## src/rtl/edge_sample_pkg.sv

```systemverilog
// Shared types for the debounced edge sampler.
// Debounce states and event polarity codes.
package edge_sample_pkg;

  typedef enum logic [1:0] {
    S_LOW,
    S_RISE_CHK,
    S_HIGH,
    S_FALL_CHK
  } state_t;

  localparam logic EVT_FALL = 1'b0;
  localparam logic EVT_RISE = 1'b1;

endpackage

```

## src/rtl/edge_sample_ctrl_tick.sv

```systemverilog
// Sample-strobe generator: one-cycle tick every DIV_MAX+1 clocks.
// Used as a clock enable by the debounce FSM.
module tick_gen #(
  parameter int DIV_MAX = 49999
) (
  input  logic clk,
  input  logic rst,
  output logic tick
);

  localparam int W = (DIV_MAX > 0) ? $clog2(DIV_MAX + 1) : 1;

  logic [W-1:0] cnt;

  assign tick = (cnt == W'(DIV_MAX));

  always_ff @(posedge clk or posedge rst) begin
    if (rst)
      cnt <= '0;
    else if (tick)
      cnt <= '0;
    else
      cnt <= cnt + W'(1);
  end

endmodule

```

## src/rtl/edge_sample_ctrl.sv

```systemverilog
// Debounced edge detector with single-entry event buffer.
// Optional saturating rise counter built when EDGE_COUNT_EN is defined.
module edge_sample_ctrl
  import edge_sample_pkg::*;
#(
  parameter int DIV_MAX = 49999,
  parameter int DEB_CNT = 4,
  parameter int CNT_W   = 8
) (
  input  logic             clk,
  input  logic             rst,
  input  logic             signal_in,
  output logic             rise_pulse,
  output logic             fall_pulse,
  output logic             level,
  output logic             evt_valid,
  input  logic             evt_ready,
  output logic             evt_rise,
  output logic             evt_ovf,
  input  logic             ovf_clr,
  output logic [CNT_W-1:0] edge_count
);

  localparam int SW = $clog2(DEB_CNT + 1);

  logic          sync_q;
  logic          sig_s;
  logic          tick;
  state_t        state;
  state_t        state_nx;
  logic [SW-1:0] stab;
  logic [SW-1:0] stab_nx;
  logic [SW-1:0] stab_inc;
  logic          hit;
  logic          rise_nx;
  logic          fall_nx;
  logic          push;
  logic          pop;

  tick_gen #(
    .DIV_MAX(DIV_MAX)
  ) u_tick (
    .clk (clk),
    .rst (rst),
    .tick(tick)
  );

  always_ff @(posedge clk or posedge rst) begin
    if (rst) begin
      sync_q <= 1'b0;
      sig_s  <= 1'b0;
    end else begin
      sync_q <= signal_in;
      sig_s  <= sync_q;
    end
  end

  assign stab_inc = stab + SW'(1);
  assign hit      = (stab_inc == SW'(DEB_CNT));

  // stab is 0 in the stable states, so DEB_CNT=1 confirms straight away
  always_comb begin
    state_nx = state;
    stab_nx  = stab;
    rise_nx  = 1'b0;
    fall_nx  = 1'b0;
    if (tick) begin
      unique case (state)
        S_LOW, S_RISE_CHK: begin
          if (!sig_s) begin
            state_nx = S_LOW;
            stab_nx  = '0;
          end else if (hit) begin
            state_nx = S_HIGH;
            stab_nx  = '0;
            rise_nx  = 1'b1;
          end else begin
            state_nx = S_RISE_CHK;
            stab_nx  = stab_inc;
          end
        end
        S_HIGH, S_FALL_CHK: begin
          if (sig_s) begin
            state_nx = S_HIGH;
            stab_nx  = '0;
          end else if (hit) begin
            state_nx = S_LOW;
            stab_nx  = '0;
            fall_nx  = 1'b1;
          end else begin
            state_nx = S_FALL_CHK;
            stab_nx  = stab_inc;
          end
        end
        default: begin
          state_nx = S_LOW;
          stab_nx  = '0;
        end
      endcase
    end
  end

  always_ff @(posedge clk or posedge rst) begin
    if (rst) begin
      state      <= S_LOW;
      stab       <= '0;
      rise_pulse <= 1'b0;
      fall_pulse <= 1'b0;
    end else begin
      state      <= state_nx;
      stab       <= stab_nx;
      rise_pulse <= rise_nx;
      fall_pulse <= fall_nx;
    end
  end

  assign level = (state == S_HIGH) || (state == S_FALL_CHK);

  assign push = rise_pulse | fall_pulse;
  assign pop  = evt_valid & evt_ready;

  always_ff @(posedge clk or posedge rst) begin
    if (rst) begin
      evt_valid <= 1'b0;
      evt_rise  <= 1'b0;
      evt_ovf   <= 1'b0;
    end else begin
      if (ovf_clr)
        evt_ovf <= 1'b0;
      if (push && (!evt_valid || pop)) begin
        evt_valid <= 1'b1;
        evt_rise  <= rise_pulse ? EVT_RISE : EVT_FALL;
      end else if (push) begin
        evt_ovf <= 1'b1;
      end else if (pop) begin
        evt_valid <= 1'b0;
      end
    end
  end

`ifdef EDGE_COUNT_EN
  always_ff @(posedge clk or posedge rst) begin
    if (rst)
      edge_count <= '0;
    else if (rise_pulse && (edge_count != '1))
      edge_count <= edge_count + CNT_W'(1);
  end
`else
  assign edge_count = '0;
`endif

endmodule
```

## config.mk

```make
export PLATFORM = sky130hd
export DESIGN_NAME = edge_sample_ctrl
export DESIGN_NICKNAME = d
export VERILOG_FILES = /design/src/rtl/edge_sample_pkg.sv /design/src/rtl/edge_sample_ctrl_tick.sv /design/src/rtl/edge_sample_ctrl.sv
export SDC_FILE = /design/constraint.sdc
export NUM_CORES = 1
export LEC_CHECK = 0
export CAP_MARGIN = 0
export CORE_AREA = 2 2 50 99
export DETAILED_ROUTE_END_ITERATION = 7
export DIE_AREA = 0 0 52 101
export PLACE_DENSITY = 0.52
export SKIP_CTS_REPAIR_TIMING = 1
export SLEW_MARGIN = 15
export SYNTH_ARGS = -nofsm -noshare
export SYNTH_HDL_FRONTEND = slang
export SYNTH_HIERARCHICAL = 1
export SYNTH_SLANG_ARGS = --single-unit
```

## constraint.sdc

```tcl
create_clock -name clk -period 2.8 [get_ports clk]
set_clock_uncertainty 0.2 [all_clocks]
set_input_delay 0.56 -clock clk [delete_from_list [all_inputs] [get_ports clk]]
set_output_delay 0.56 -clock clk [all_outputs]
set_load 0.02 [all_outputs]
```

Word level (Yosys, flattened, before mapping) --
Index checks and enable logic that the tools add are counted.
Operators by class: $add $sub $neg 2, equality and inequality tests 6, multiplexer cells 24, bitwise gates (word level) 2, reduce and logical (&&, ||, !) cells 9
Operators with widths (number):
- 16-bit by 1-bit adder with 16-bit output (second input constant) | 1
- 16-bit == test (second input constant) | 1
- 16-bit 2-to-1 mux | 1
- 1-bit 2-to-1 mux | 14
- 3-bit 2-to-1 mux | 3
- 2-bit 2-to-1 mux | 4
- 3-bit case mux with 2 select lines | 1
- 2-bit == test (second input constant) | 2
- 2-bit case mux with 2 select lines | 1
- 2-bit OR reduction | 2
- 3-bit by 1-bit adder with 3-bit output (second input constant) | 1
- 3-bit == test (second input constant) | 1
- 2-bit by 1-bit == test with 1-bit output (second input constant) | 1
- 2-bit zero test | 1
- 1-bit logical OR | 2
- 2-bit by 1-bit inequality test with 1-bit output (second input constant) | 1
- 2-bit AND reduction | 1
- 2-bit nonzero test | 1
- 1-bit bitwise AND | 1
- 1-bit logical AND | 1
- 1-bit zero test | 1
- 1-bit bitwise OR | 1
Word-level totals: register bits after elaboration 28, input port bits 5, output and inout port bits 14, word-level logic and storage cells 53

Depth between registers and ports, before layout --
Gate-level depths: netlist of the first run.
word-level depth 6, gate-level depth with buffers 7, mapped depth without buffers 6

Modules after synthesis --
Netlist of the first run, hierarchy kept.
By module, submodules not included:
- tick_gen | instances 1, cells each 68, area an instance 757.0 µm², sequential area each 400.4 µm²
- edge_sample_ctrl | instances 1, cells each 49, area an instance 551.8 µm², sequential area each 275.3 µm²

Worst setup path after synthesis of the first run --
No wires, ideal clock.
path type register to register, start point register u_tick.cnt[4], end point register state[1], setup time 0.125 ns, arrival time 2.017 ns, data required time 2.475 ns, setup slack 0.457 ns, stages on the path, launching flop included 6, buffers on the path 1, period minus slack after synthesis 2.343 ns, cells stage by stage dfrtp_1 -> or4b_4 -> nor4_4 -> clkbuf_2 -> nand3b_4 -> mux2_4
On the way: cells in the longest elaborated chain, start to end 1
Ends and longest elaborated chain:
- start, declared | line edge_sample_ctrl_tick.sv:13 | logic [W-1:0] cnt;
- start signal, assigned | line edge_sample_ctrl_tick.sv:23 | cnt <= cnt + W'(1);
- 16-bit == test | line edge_sample_ctrl_tick.sv:15 | assign tick = (cnt == W'(DIV_MAX));
- via tick | line edge_sample_ctrl.sv:28 | logic tick;
- end signal, assigned | line edge_sample_ctrl.sv:110 | state <= state_nx;
- end, declared | line edge_sample_ctrl.sv:29 | state_t state;
The timed path passes the listed nets, and every way through them passes these cells. A chain may end at the register's enable or synchronous reset.

Worst setup path in the final report of the first run --
start point register u_tick.cnt[4], end point register stab[2]
On the way: cells in the longest elaborated chain, start to end 1
Ends and longest elaborated chain:
- 16-bit == test | line edge_sample_ctrl_tick.sv:15
- via tick | line edge_sample_ctrl.sv:28
- end signal, assigned | line edge_sample_ctrl.sv:111 | stab <= stab_nx;
- end, declared | line edge_sample_ctrl.sv:31 | logic [SW-1:0] stab;
The timed path passes the listed nets, and every way through them passes these cells.

==> metrics.md, run 1 <==
| Metric | Value |
|---|---|
| Die Span X | `52 um` |
| Power Total | `0.626 mW` |
| Post-synth top cells | `27 x dfrtp_1, 10 x nor2_1, 8 x buf_4, 8 x nand2_1, 8 x xor2_1` |
| Seq/Total Area, Yosys | `51.6%` |
| Internal power | `0.496 mW` |
| CTS buffer count | `3` |
| Worst-margin pin slew | `0.594 ns` |
| Cell taking the most area after synthesis | `dfrtp_1` |
| Row count | `35` |
| Via count | `812` |
| Synth async-reset ratio | `100%` |
| EDFF count, synth | `0` |
| Area of the die | `5250 sq um` |
| Comb pwr share | `3.8%` |
| Switching pwr | `0.129 mW` |
| Worst path arrival time | `2.28 ns` |
| Maxcap violations | `0` |
| Worst hold path class | `reg -> reg` |
| Net Sw Frac | `20.6%` |
| Post-Route WL | `1990 um` |
| Clk sinks | `27` |
| Final nets | `138` |
| Clock tree buffer depth | `2` |
| Maximum fanout along the worst path | `8` |
| Final worst-path cycle share | `82.9%` |
| Drt pass-1 iters | `4` |
| Vias in the first global route | `797` |
| First-pass GRT wire length | `3390 um` |
| PD cells | `420 nW/um^2` |
| Chip Height | `101 um` |
| Status | `complete, no violations` |
| Gr usage total | `8.31%` |
| Largest net degree at the start of global routing | `17` |
| Reg clk slew, reported paths | `0.09 ns` |
| Worst Setup End Kind | `flip-flop` |
| Final setup viols | `0` |
| Maximum VDD drop | `0.265 mV` |
| Period minus WS final | `2.32 ns` |
| Hold Fails Final Rpt | `0` |
| Post-synth cell types | `34` |
| FMAX | `431 MHz` |
| Fin cells | `184` |
| Synthesized area per cell | `11.2 sq um` |
| Area delta synth->final | `13.8%` |
| Clock latency on the worst-skew pair | `0.26 ns` |
| Slew HR | `60.3%` |
| Core Util, Final | `33.0%` |
| Synth Warn # | `6` |
| RSZ-0062 raised after global routing | `false` |
| Max stage delay on crit path | `0.55 ns` |
| P_leak | `0.695 nW` |
| Initial antenna violation count | `0` |
| IO Pins | `19` |
| Total congestion overflow | `0` |
| Layout cells sized above 1 | `7.75%` |
| Routed Antenna Nets | `0` |
| CTS tree | `built` |
| Root Driver | `clkbuf_8` |
| Share of power burned in registers | `62.7%` |
| Most used DFF post-synth | `dfrtp_1` |
| Post-Synthesis Cells | `117` |
| HPWL Detailed | `1520 um` |
| Critical Path, Cell by Cell | `or4b_4 > nor4_4 > nand3b_1 > o21a_1 > o32ai_1` |
| Slowest cell on the critical path | `or4b_4` |
| # DRC | `0` |
| Filler cells | `456` |
| Worst Setup Start Kind | `flip-flop` |
| Crit Path Category | `reg -> reg` |
| Avg WL per Cell | `10.8 um` |
| Setup tns final | `0 ns` |
| IO buf count | `10` |
| Routed vias/inst | `4.41` |
| Diode count | `0` |
| Required time worst endpoint | `2.76 ns` |
| Core Footprint | `4510 sq um` |
| H-tree Lvls | `1` |
| Top-area cell type share of the netlist area | `51.6%` |
| Netlist Area Pre-Place | `1310 sq um` |
| Fin. max-slew vios | `0` |
| Initial Util | `29.0%` |
| Inst Count DP | `180` |
| First DRT Iteration DRCs | `37` |
| Count leader, synth | `dfrtp_1` |
| Ranking of synthesized cells by area | `dfrtp_1 52%, xor2_1 5.4%, xnor2_1 4.7%, buf_4 4.6%, ha_1 2.9%` |
| Routability cong. | `0.702` |
| #FFs+latches synth | `27` |
| Clock share of power | `33.4%` |
==> placed cells by master (no fill, tap or decap), types with 2 or more instances in the layout <==
master	netlist	layout
dfrtp_1	27	27
nor2_1	10	10
clkdlybuf4s50_1	0	10
xor2_1	8	8
nand2_1	8	8
conb_1	1	8
xnor2_1	7	7
inv_1	6	6
nand4_1	6	6
ha_1	3	3
clkbuf_8	0	3
nand3_1	3	3
nor4_1	3	3
mux2i_1	2	2
o22ai_1	2	2
nor3b_1	2	2
nand2b_1	2	2
or4bb_1	2	2
==> area by class of cell <==
class | instances | area (sq um) | share of cell area, %
Clock inverter | 1 | 5.00 | 0.336
Timing Repair Buffer | 11 | 108 | 7.23
Multi-Input combinational cell | 81 | 568 | 38.2
Inverter | 6 | 22.5 | 1.51
Sequential cell | 27 | 676 | 45.4
Clock buffer | 3 | 41.3 | 2.77
Tap cell | 55 | 68.8 | 4.62
==> worst max-delay path: cells and delay by family, from the launching register on <==
kind / cells / cell delay (ns)
DFF: 1 / 0.45
and+or+nand+nor: 3 / 1.20
AOI/OAI and AO/OA: 2 / 0.36
==> power by group through the flow <==
stage / Clock, mW / Sequential (mW) / Combinational (mW)
after floorplan: 0 / 0.400 / 0.0254
after global placement: 0 / 0.400 / 0.0248
after detailed placement: 0 / 0.400 / 0.0247
after CTS: 0.224 / 0.392 / 0.0247
after global routing: 0.239 / 0.393 / 0.0275
final: 0.209 / 0.392 / 0.0240
==> registers in the layout, indices dropped and copies added, names as in the netlist <==
name,count
evt_ovf,1
evt_rise,1
evt_valid,1
fall_pulse,1
rise_pulse,1
sig_s,1
stab,3
state,1
sync_q,1
u_tick/cnt,16
==> path summary, 6_finish.rpt <==
check	startpoint	end	slack [ns]	cells after the start
worst max-delay path	u_tick/cnt[4]	stab[2]	0.48	5
worst min-delay path	sync_q	sig_s	0.16	0
worst max register to register	u_tick/cnt[4]	stab[2]	0.48	5
worst min register to register	sync_q	sig_s	0.16	0
max in group asynchronous	rst	u_tick/cnt[9]	1.53	2
min in group asynchronous	rst	sync_q	0.40	2
==> per-stage QoR <==
step | area [sq um] | setup WS, ns | hold WS, ns
after floorplan | 1340 | 0.457 | 0.131
after global placement | 1440 | 0.569 | 0.139
after detailed placement | 1440 | 0.487 | 0.148
after CTS | 1490 | 0.462 | 0.170
after global routing | 1490 | 0.322 | 0.178
final | 1490 | 0.478 | 0.165
==> logic make-up (layout without fill, tap and decap cells) <==
logic type	count (synthesis)	count (layout)	synth area share (%)
AND/OR/NAND/NOR	44	44	21.3
flip-flops	27	27	51.6
buffers and inverters	16	21	6.98
XOR/XNOR	15	15	10.0
AO/OA/AOI/OAI	8	8	4.21
adder cells (fa/ha/maj)	3	3	2.87
multiplexers	3	3	2.68
other	1	8	0.287
==> per-layer routing <==
layer | vias to the layer above | wire [um] | GRT usage, %
met1 | 394 | 995 | 11.4
met2 | 9 | 924 | 12.9
met5 | - | 0 | 0
met3 | 2 | 55 | 1.93
met4 | 0 | 14 | 2.43
li1 | 407 | - | -
Power figures use the tool's default switching activity.
==> run 2, diff against run 1 <==
--- a/config.mk
+++ b/config.mk
@@ -9,7 +9,7 @@
 export CORE_AREA = 2 2 50 99
 export DETAILED_ROUTE_END_ITERATION = 7
 export DIE_AREA = 0 0 52 101
-export PLACE_DENSITY = 0.52
+export PLACE_DENSITY = 0.54
 export SKIP_CTS_REPAIR_TIMING = 1
 export SLEW_MARGIN = 15
 export SYNTH_ARGS = -nofsm -noshare
==> constraint.sdc (replaced) <==
create_clock -name clk -period 1.9 [get_ports clk]
set_clock_uncertainty 0.2 [all_clocks]
set_input_delay 0.38 -clock clk [delete_from_list [all_inputs] [get_ports clk]]
set_output_delay 0.38 -clock clk [all_outputs]
set_load 0.02 [all_outputs]
==> run 2 against run 1 <==
The run now ends with setup timing left; routed wire length is 17% higher; global-route usage is 1.7 points higher; setup slack worse by 0.65 ns; critical path depth stayed put; sequential power is 47% higher; count of clock-buffer cells in the layout stayed put; hold slack worse by 0.0063 ns; flip-flop and latch count stayed put.
==> metrics.md, run 2 (synthesis results as in run 1) <==
| Metric | Value |
|---|---|
| Status | `complete, but fails checks` |
| Failing checks | `setup timing` |
| Required time worst endpoint | `1.87 ns` |
| Most common cell after layout, fill and taps aside | `dfrtp_1` |
| Drt pass-1 iters | `4` |
| Setup slack, reg-to-reg | `-0.18 ns` |
| Clk sinks | `27` |
| Crit Path Category | `reg -> reg` |
| Chip Height | `101 um` |
| P_leak | `0.854 nW` |
| Root Driver | `clkbuf_8` |
| Initial antenna violation count | `0` |
| HPWL Detailed | `1730 um` |
| Worst Setup End Kind | `flip-flop` |
| Routed vias/inst | `4.45` |
| Routed Antenna Nets | `0` |
| Maximum fanout along the worst path | `4` |
| Fin. max-slew vios | `0` |
| Pre-CTS setup slack | `-0.175 ns` |
| Commonest cells after routing, fill and taps aside | `27 x dfrtp_1, 21 x buf_4, 9 x nor2_1` |
| Core Footprint | `4510 sq um` |
| IO buf count | `10` |
| Final nets | `158` |
| First-pass GRT wire length | `4000 um` |
| Period minus WS final | `2.08 ns` |
| Row count | `35` |
| Setup tns final | `-0.653 ns` |
| Area of the die | `5250 sq um` |
| RSZ-0062 raised after global routing | `true` |
| CTS tree | `built` |
| Clock latency on the worst-skew pair | `0.28 ns` |
| FMAX | `482 MHz` |
| Hold Fails Final Rpt | `0` |
| Worst path arrival time | `2.04 ns` |
| Reg clk slew, reported paths | `0.09 ns` |
| Layout cells sized above 1 | `22.1%` |
| Core Util, Final | `36.9%` |
| Avg WL per Cell | `11.4 um` |
| Power Total | `0.948 mW` |
| Top flop regs | `u_tick/cnt x16, stab x3` |
| Total congestion overflow | `0` |
| CTS buffer count | `3` |
| Final WS setup | `-0.175 ns` |
| Final worst-path cycle share | `109%` |
| Largest net degree at the start of global routing | `17` |
| Worst Setup Start Kind | `flip-flop` |
| Filler cells | `455` |
| Area delta synth->final | `27.1%` |
| Maximum VDD drop | `0.391 mV` |
| H-tree Lvls | `1` |
| Vias in the first global route | `931` |
| Crit path launch | `u_tick/cnt[7]` |
| Diode count | `0` |
| Routability cong. | `0.811` |
| Clock tree buffer depth | `2` |
| Via count | `907` |
| First DRT Iteration DRCs | `10` |
| Final setup viols | `7` |
| Die Span X | `52 um` |
| Critical path capture point | `state[1]` |
| Post-Route WL | `2340 um` |
| Initial Util | `29.0%` |
| Worst hold path class | `in -> async` |
| Hold Slack | `0.159 ns` |
| FF-to-FF Start | `u_tick/cnt[7]` |
| IO Pins | `19` |
| R2R depth | `5` |
| Register bank with the most flops | `u_tick/cnt` |
| PD cells | `570 nW/um^2` |
| Gr usage total | `9.99%` |
| Max reg flops | `16` |
| Worst flop-to-flop path endpoint | `state[1]` |
| # DRC | `0` |
| Maxcap violations | `0` |
==> run 2: where the power goes <==
group          switching (mW)  internal [mW]  leakage, nW
clock network           0.182          0.149       0.0217
logic                  0.0279         0.0105        0.474
registers             0.00213          0.576        0.358
==> run 2: layout make-up <==
class                           count  area [sq um]  share of cell area [%]
Sequential cell                    27           676                    40.6
Multi-Input combinational cell     81           582                    35.0
Clock buffer                        3          41.3                    2.48
Tap cell                           55          68.8                    4.14
Timing Repair Buffer               31           265                    16.0
Inverter                            6          22.5                    1.35
Clock inverter                      1          7.51                   0.451
==> run 2: worst min path at each step <==
stage	depth (start not counted)	slack, ns	start	end
4_1_cts	2	0.17	rst	u_tick/cnt[7]
6_report	2	0.16	rst	u_tick/cnt[7]
3_3_place_gp	0	0.14	sync_q	sig_s
5_1_grt	2	0.19	rst	u_tick/cnt[7]
3_5_place_dp	0	0.15	sync_q	sig_s
2_1_floorplan	1	0.03	rst	evt_ovf
==> run 2: layer usage <==
| layer | share of wire (%) | GRT usage, % | wire length (um) | up-vias |
|---|---|---|---|---|
| li1 | - | - | - | 449 |
| met1 | 47 | 12.8 | 1100 | 444 |
| met2 | 48 | 15.8 | 1130 | 9 |
| met3 | 2.5 | 2.23 | 59 | 5 |
| met4 | 2.1 | 4.25 | 48 | 0 |
| met5 | 0 | 0 | 0 | - |
==> run 2: critical path, cell delays in order (launching register included) <==
cell and delay, ns:
dfrtp_1 0.39, or4b_4 0.56, nor4_4 0.25, buf_4 0.18, nand3b_4 0.09, mux2_4 0.30
==> run 2: through the flow <==
stage	area, sq um	std cells
after detailed placement	1590	199
after global routing	1660	204
after global placement	1590	199
final	1660	204
after floorplan	1350	124
after CTS	1640	203
==> run 3, diff against run 2 <==
--- a/config.mk
+++ b/config.mk
@@ -9,7 +9,8 @@
 export CORE_AREA = 2 2 50 99
 export DETAILED_ROUTE_END_ITERATION = 7
 export DIE_AREA = 0 0 52 101
-export PLACE_DENSITY = 0.54
+export DONT_BUFFER_PORTS = 1
+export PLACE_DENSITY = 0.48
 export SKIP_CTS_REPAIR_TIMING = 1
 export SLEW_MARGIN = 15
 export SYNTH_ARGS = -nofsm -noshare
==> run 3 against run 2 <==
The flow still finishes with violations (setup timing); maximum frequency is 0.31% lower; sequential share of layout area grew 1.2 points; setup slack got worse by 0.0065 ns; routed wire length up 3.4%; critical path type unchanged; critical path depth is the same; core utilization fell by 1.0 points; first-iteration DRC count is 80% higher; combinational power down 13%; cell area is 2.8% lower; total power fell by 1.2%; global-route usage is 0.76 points higher.
==> metrics.md, run 3 (synthesis results as in run 1) <==
| Metric | Value |
|---|---|
| Die Span X | `52 um` |
| Drt pass-1 iters | `4` |
| Routed Antenna Nets | `0` |
| Register bank with the most flops | `u_tick/cnt` |
| Worst Setup Start Kind | `flip-flop` |
| First-pass GRT wire length | `4310 um` |
| Vias in the first global route | `935` |
| Row count | `35` |
| Worst hold path class | `reg -> reg` |
| Final nets | `153` |
| Routed vias/inst | `4.45` |
| FF-to-FF Start | `u_tick/cnt[7]` |
| Area delta synth->final | `23.5%` |
| R2R depth | `5` |
| Maxcap violations | `0` |
| Largest net degree at the start of global routing | `17` |
| Commonest cells after routing, fill and taps aside | `27 x dfrtp_1, 22 x buf_4, 9 x nor2_1` |
| Top flop regs | `u_tick/cnt x16, stab x3` |
| Most common cell after layout, fill and taps aside | `dfrtp_1` |
| Worst Setup End Kind | `flip-flop` |
| Fin cells | `199` |
| IO Pins | `19` |
| Via count | `885` |
| RSZ-0062 raised after global routing | `true` |
| Clock tree buffer depth | `2` |
| Crit Path Category | `reg -> reg` |
| Critical path capture point | `state[1]` |
| PD cells | `579 nW/um^2` |
| Worst flop-to-flop path endpoint | `state[1]` |
| First DRT Iteration DRCs | `18` |
| Area of the die | `5250 sq um` |
| Slew HR | `56.3%` |
| Core Footprint | `4510 sq um` |
| Diode count | `0` |
| Final WS setup | `-0.182 ns` |
| Inst Count DP | `189` |
| Crit path launch | `u_tick/cnt[7]` |
| CTS tree | `built` |
| P_leak | `0.792 nW` |
| Chip Height | `101 um` |
| Maximum VDD drop | `0.258 mV` |
| Initial Util | `29.0%` |
| Initial antenna violation count | `0` |
| IO buf count | `0` |
| Clock latency on the worst-skew pair | `0.27 ns` |
| Routability cong. | `0.807` |
| Final worst-path cycle share | `110%` |
| HPWL Detailed | `1820 um` |
| Reg clk slew, reported paths | `0.09 ns` |
| H-tree Lvls | `1` |
| Fin. max-slew vios | `0` |
| FMAX | `480 MHz` |
| CTS buffer count | `3` |
| Period minus WS final | `2.08 ns` |
| Hold Fails Final Rpt | `0` |
| # DRC | `0` |
| Avg WL per Cell | `12.1 um` |
| Root Driver | `clkbuf_8` |
| Maximum fanout along the worst path | `2` |
| Core Util, Final | `35.8%` |
| Post-Route WL | `2410 um` |
| Layout cells sized above 1 | `26.4%` |
| Required time worst endpoint | `1.86 ns` |
| Worst path arrival time | `2.04 ns` |
| Filler cells | `458` |
| Power Total | `0.937 mW` |
| Max reg flops | `16` |
| Setup tns final | `-0.917 ns` |
| Gr usage total | `10.7%` |
| Clk sinks | `27` |
| Worst-margin pin slew | `0.654 ns` |
| Total congestion overflow | `0` |
| Final setup viols | `7` |
| Failing checks | `setup timing` |
| Setup slack, reg-to-reg | `-0.18 ns` |
| Status | `complete, but fails checks` |
-- run 3: changes by cell type in the layout (fill, tap and decap cells not counted) --
cell             previous run  this run
nor3b_2                     0         2
clkinvlp_4                  1         0
buf_4                      21        22
nor3b_1                     2         0
clkdlybuf4s50_1             7         0
dlygate4sd3_1               0         3
clkinv_2                    0         1
nand3_2                     0         1
buf_6                       0         1
nand3_1                     3         2
dlymetal6s2s_1              3         0
-- run 3: final cells by class --
cell class,count,area [sq um],share of cell area [%]
Sequential cell,27,676,41.8
Tap cell,55,68.8,4.26
Clock inverter,1,5.00,0.310
Inverter,6,22.5,1.39
Timing Repair Buffer,26,206,12.8
Clock buffer,3,41.3,2.55
Multi-Input combinational cell,81,597,36.9
-- run 3: per-stage QoR --
stage	hold WS [ns]	worst slack, ns	cell area, sq um
5_1_grt	0.176	-0.234	1620
3_3_place_gp	0.0909	-0.178	1490
4_1_cts	-0.211	-0.260	1540
3_5_place_dp	0.0928	-0.241	1490
2_1_floorplan	0.0324	-0.439	1350
6_report	0.158	-0.182	1620
-- run 3: layer usage --
metal	track usage (%)	wire length (um)
met5	0	0
met4	4.86	34
met3	1.34	65
met2	16.7	1230
met1	14.6	1090
-- run 3: worst max-delay path: stages, from the launching register on --
cell and delay [ns]:
dfrtp_1 0.39, or4b_4 0.56, nor4_4 0.28, buf_4 0.17, nand3b_4 0.08, mux2_4 0.30
-- run 3: worst min path at each step --
stage	start	depth (start not counted)	end
floorplan	rst	1	evt_ovf
global placement	rst	1	state[1]
detailed placement	rst	1	state[1]
CTS	rst	1	state[1]
global route	sync_q	0	sig_s
finish	sync_q	0	sig_s
-- run 3: power breakdown --
group          switching (mW)  internal [mW]  leakage (nW)
clock                   0.178          0.147        0.0255
sequential            0.00225          0.576         0.358
combinational          0.0273        0.00627         0.408
total                   0.207          0.729         0.792
